<file path="config.mk">
export PLATFORM = sky130hd
export DESIGN_NAME = move_arbiter
export DESIGN_NICKNAME = d
export VERILOG_FILES = /design/src/rtl/asteroid_pkg.sv /design/src/rtl/sync2.sv /design/src/rtl/move_arbiter.sv
export SDC_FILE = /design/constraint.sdc
export NUM_CORES = 1
export LEC_CHECK = 0
export CORE_MARGIN = 2
export CORE_UTILIZATION = 52
export DETAILED_ROUTE_END_ITERATION = 10
export PLACE_DENSITY_LB_ADDON = 0.05
export SETUP_SLACK_MARGIN = 0.15
export SLEW_MARGIN = 0
export SYNTH_ARGS = -nofsm -noshare
export SYNTH_HDL_FRONTEND = slang
export SYNTH_SLANG_ARGS = --single-unit
</file>
<file path="constraint.sdc">
create_clock -name CLK -period 2 [get_ports CLK]
set_input_delay 0.6 -clock CLK [delete_from_list [all_inputs] [get_ports CLK]]
set_output_delay 0.6 -clock CLK [all_outputs]
set_load 0.03 [all_outputs]
</file>
<file path="src/rtl/asteroid_pkg.sv">
// Shared types for the player-move arbiter: FSM states, move direction,
// and the default column count.
package asteroid_pkg;

  localparam int NCOLS_DEF = 8;

  typedef enum logic [1:0] {
    IDLE     = 2'd0,
    MOVE     = 2'd1,
    COOL     = 2'd2,
    WAIT_REL = 2'd3
  } move_state_t;

  typedef enum logic {
    DIR_L = 1'b0,
    DIR_R = 1'b1
  } dir_t;

endpackage

</file>
<file path="src/rtl/sync2.sv">
// Two-flop synchronizer for a single asynchronous level input.
// Both flops clear to 0 on reset.
module sync2 (
  input  logic CLK,
  input  logic RST,
  input  logic d,
  output logic q
);

  logic meta_q;
  logic sync_q;

  // Shift the async input through two flops to settle metastability
  always_ff @(posedge CLK or posedge RST) begin
    if (RST) begin
      meta_q <= 1'b0;
      sync_q <= 1'b0;
    end else begin
      meta_q <= d;
      sync_q <= meta_q;
    end
  end

  assign q = sync_q;

endmodule

</file>
<file path="src/rtl/move_arbiter.sv">
// Player-move arbiter: turns asynchronous left/right key levels into
// single committed column moves with a cooldown and a release gate, so a
// held key moves exactly once.
// Build option: define MOVE_WRAP_EN to wrap pos at the edges; otherwise
// out-of-range moves are dropped (no pos change, no grant).
module move_arbiter
  import asteroid_pkg::*;
#(
  parameter  int NCOLS    = NCOLS_DEF,
  parameter  int COOL_CYC = 4,
  localparam int PW       = $clog2(NCOLS),
  localparam int CW       = $clog2(COOL_CYC + 1)
) (
  input  logic          CLK,
  input  logic          RST,
  input  logic          key_l,
  input  logic          key_r,
  output logic [PW-1:0] pos,
  output logic          grant_l,
  output logic          grant_r,
  output logic          busy
);

  logic sl, sr;

  sync2 u_sync_l (.CLK(CLK), .RST(RST), .d(key_l), .q(sl));
  sync2 u_sync_r (.CLK(CLK), .RST(RST), .d(key_r), .q(sr));

  move_state_t   state_q, state_d;
  dir_t          dir_q,   dir_d;
  logic [CW-1:0] cnt_q,   cnt_d;
  logic [PW-1:0] pos_q,   pos_d;
  logic          gl_q,    gl_d;
  logic          gr_q,    gr_d;

  // Next-state logic: request decode, move commit, cooldown, release gate
  always_comb begin
    state_d = state_q;
    dir_d   = dir_q;
    cnt_d   = cnt_q;
    pos_d   = pos_q;
    gl_d    = 1'b0;
    gr_d    = 1'b0;
    unique case (state_q)
      IDLE: begin
        if (sl ^ sr) begin
          state_d = MOVE;
          dir_d   = sl ? DIR_L : DIR_R;
        end else if (sl && sr) begin
          // Conflicting request: no move, just wait for both to drop
          state_d = WAIT_REL;
        end
      end
      MOVE: begin
        cnt_d   = CW'(COOL_CYC - 1);
        state_d = COOL;
        if (dir_q == DIR_L) begin
          if (pos_q != '0) begin
            pos_d = pos_q - PW'(1);
            gl_d  = 1'b1;
          end else begin
`ifdef MOVE_WRAP_EN
            pos_d = PW'(NCOLS - 1);
            gl_d  = 1'b1;
`else
            pos_d = pos_q;
`endif
          end
        end else begin
          if (pos_q != PW'(NCOLS - 1)) begin
            pos_d = pos_q + PW'(1);
            gr_d  = 1'b1;
          end else begin
`ifdef MOVE_WRAP_EN
            pos_d = '0;
            gr_d  = 1'b1;
`else
            pos_d = pos_q;
`endif
          end
        end
      end
      COOL: begin
        // Requests are ignored entirely while cooling down
        if (cnt_q == '0) state_d = WAIT_REL;
        else             cnt_d   = cnt_q - CW'(1);
      end
      WAIT_REL: begin
        if (!sl && !sr) state_d = IDLE;
      end
      default: state_d = IDLE;
    endcase
  end

  // State registers; reset aborts any sequence and forgets the direction
  always_ff @(posedge CLK or posedge RST) begin
    if (RST) begin
      state_q <= IDLE;
      dir_q   <= DIR_L;
      cnt_q   <= '0;
      pos_q   <= PW'(NCOLS / 2);
      gl_q    <= 1'b0;
      gr_q    <= 1'b0;
    end else begin
      state_q <= state_d;
      dir_q   <= dir_d;
      cnt_q   <= cnt_d;
      pos_q   <= pos_d;
      gl_q    <= gl_d;
      gr_q    <= gr_d;
    end
  end

  assign pos     = pos_q;
  assign grant_l = gl_q;
  assign grant_r = gr_q;
  assign busy    = (state_q != IDLE);

endmodule

</file>
==> results_dict.tcl <==
set metrics [dict create \
    nNetsFinal 104 \
    tightest_slew_ns 0.576 \
    clk_latency_ns 0.27 \
    end_kind "output port" \
    initial_core_util_pct 54.3 \
    p_leak_nw 0.466 \
    reg2reg_slack_ns 0.41 \
    drt_iter0_markers 7 \
    die_area_mm2 0.00187 \
    syn-cell-area_um2 800 \
    syn_nets 87 \
    fin_crit_sh_pct 89.4 \
    placed_area_um2 907 \
    crit_required_ns 1.40 \
    grt_pass1_vias 503 \
    vias 560 \
    cp_max_fo 6 \
    ctsHoldBuffers 0 \
    numCtsBuffers 3 \
    drcViolationCount 0 \
    critPathLaunchType "register" \
    fp.coreArea_mm2 0.00147 \
    hpwl_um 945 \
    grt_pass1_wl_um 2300 \
    yosysSeqAreaShare_pct 47.1 \
    setup_viol 0 \
    track_usage_pct 16.9 \
    rows 14 \
    rsz0062_at_grt "no" \
    layout_min_cycle_time_ns 1.79 \
    io_pins 10 \
    max_freq_mhz 560 \
    die_x_um 43.2 \
    avgSynthCellArea_um2 10.8 \
    cts_sinks 15 \
    slew_viol_final 0 \
    crit_end "busy" \
    n_antenna_cell 0 \
    design_area_um2 958 \
    timing.max_cap.violations 0 \
    clk_pin_slew_ns 0.09 \
    skew_ns 0.00670 \
    r2r-start "dir_q$_DFFE_PP0P_" \
    die_y_um 43.2 \
    hp-class "reg2reg" \
    grt_start_max_net_pins 16 \
    routed_wl_um 1300 \
    final_cell_mix "dfrtp_1, inv_1, a21oi_1" \
    status "finished, final reports clean" \
    ys.warnings.count 0 \
    finalWeightedCongestion 0.794 \
    fin_setup_tns_ns 0 \
    vdd_drop_max_mv 0.953 \
    r2r-end "pos[2]$_DFFE_PP1P_" \
    overflow 0 \
    power.density_mw_per_mm2 1560 \
    syn_inst 74 \
    area_growth_pct 19.9 \
    port_buffers 9 \
    r2r.worst_path.cells 5 \
    drive_above_1_share_pct 20.0 \
    yosys_register_bits 15 \
    cp-startpoint "state_q[0]$_DFFE_PP0P_" \
    synth_cell_types 26 \
    antenna_found_initial 0 \
    cts_tree "built" \
    final_common_cell "dfrtp_1" \
    first_pass_iters 4 \
    wl_per_cell_um 12.3 \
    viasPerCell 5.28 \
    place_inst 99 \
    max_slew_margin_pct 61.5 \
    cts_buffer_depth 2 \
    root_buffer "clkbuf_4" \
    hold_viol_final 0 \
    cts-htree-levels 1 \
    cp.arrival_ns 1.19 \
    p_total_mw 1.50 \
    path_class "reg2out" \
    fin_util_pct 65.1 \
    drtAntennaViolNets 0 \
    final_cells 106 \
]
## Yosys cell counts (all sizes together)
master | number | share of area (%)
a22o | 1 | 1.3
o311a | 1 | 1.3
o21ai | 1 | 0.63
dfrtp | 14 | 44
dfstp | 1 | 3.3
xnor2 | 1 | 1.1
a21oi | 9 | 5.6
inv | 13 | 6.1
fa | 1 | 2.5
nand4 | 1 | 0.78
nor2b | 2 | 2.5
ha | 8 | 13
nor3 | 1 | 0.63
nor2 | 2 | 0.94
nand2 | 1 | 0.47
nand3 | 1 | 0.63
mux2i | 3 | 3.8
nand2b | 2 | 1.6
a31oi | 4 | 3.1
nand3b | 2 | 1.9
a221o | 1 | 1.4
o211ai | 1 | 0.94
clkbuf | 1 | 0.47
or3 | 1 | 1.4
buf | 1 | 1.4
## where the power goes
group | switching [mW] | internal (mW)
Sequential | 0.0736 | 0.406
Clock | 0.0905 | 0.0772
Combinational | 0.462 | 0.389
## critical path, cell delays in order (launching register included)
cell and delay (ns):
dfrtp_1 0.42, inv_2 0.10, ha_4 0.17, inv_1 0.06, buf_4 0.16
## sequential cells by signal, summed over array words and instances, names as in the netlist
register / count
u_sync_r.q: 1
state_q: 2
dir_q: 1
u_sync_l.meta_q: 1
u_sync_r.meta_q: 1
pos: 3
grant_r: 1
u_sync_l.q: 1
grant_l: 1
cnt_q: 3
## how the worst min path moves through the flow
stage / cells after the start / endpoint / start / slack, ns
floorplan: 0 / u_sync_l.q$_DFF_PP0_ / u_sync_l.meta_q$_DFF_PP0_ / 0.33
global placement: 0 / u_sync_l.q$_DFF_PP0_ / u_sync_l.meta_q$_DFF_PP0_ / 0.33
detailed placement: 0 / u_sync_l.q$_DFF_PP0_ / u_sync_l.meta_q$_DFF_PP0_ / 0.34
CTS: 0 / u_sync_l.q$_DFF_PP0_ / u_sync_l.meta_q$_DFF_PP0_ / 0.36
global route: 0 / u_sync_l.q$_DFF_PP0_ / u_sync_l.meta_q$_DFF_PP0_ / 0.37
finish: 0 / u_sync_l.q$_DFF_PP0_ / u_sync_l.meta_q$_DFF_PP0_ / 0.35
## routing by layer
metal  wire [µm]  track usage (%)  vias to the layer above
met5           0                0                        -
met3          63             5.11                        2
met2         558             23.6                       12
met1         667             25.1                      262
li1            -                -                      284
met4          13             5.45                        0
## final cells by class
class / instances / area, µm²
multi-input cells: 44 / 372
fillers: 120 / 513
inverters: 13 / 48.8
repair buffers: 14 / 115
clock buffers: 4 / 26.3
well taps: 16 / 20.0
flip-flops and latches: 15 / 377
## logic make-up after synthesis
kind of cell	synth area share (%)
AO/OA/AOI/OAI	14.2
buffers and inverters	7.98
flip-flops	47.1
AND/OR/NAND/NOR	10.8
adder cells (fa/ha/maj)	15.0
multiplexers	3.76
XOR/XNOR	1.10
## through the flow
step / setup WS [ns] / hold WS, ns
floorplan: 0.472 / 0.331
global placement: 0.138 / 0.332
detailed placement: 0.131 / 0.336
finish: 0.213 / 0.353
CTS: 0.122 / 0.358
global route: 0.170 / 0.372
## repair_timing
item                       CTS  global route
buffers inserted             0             3
setup endpoints to repair    6             2
gates resized for setup      8             3
No activity file was read; power rests on OpenSTA's default activity.
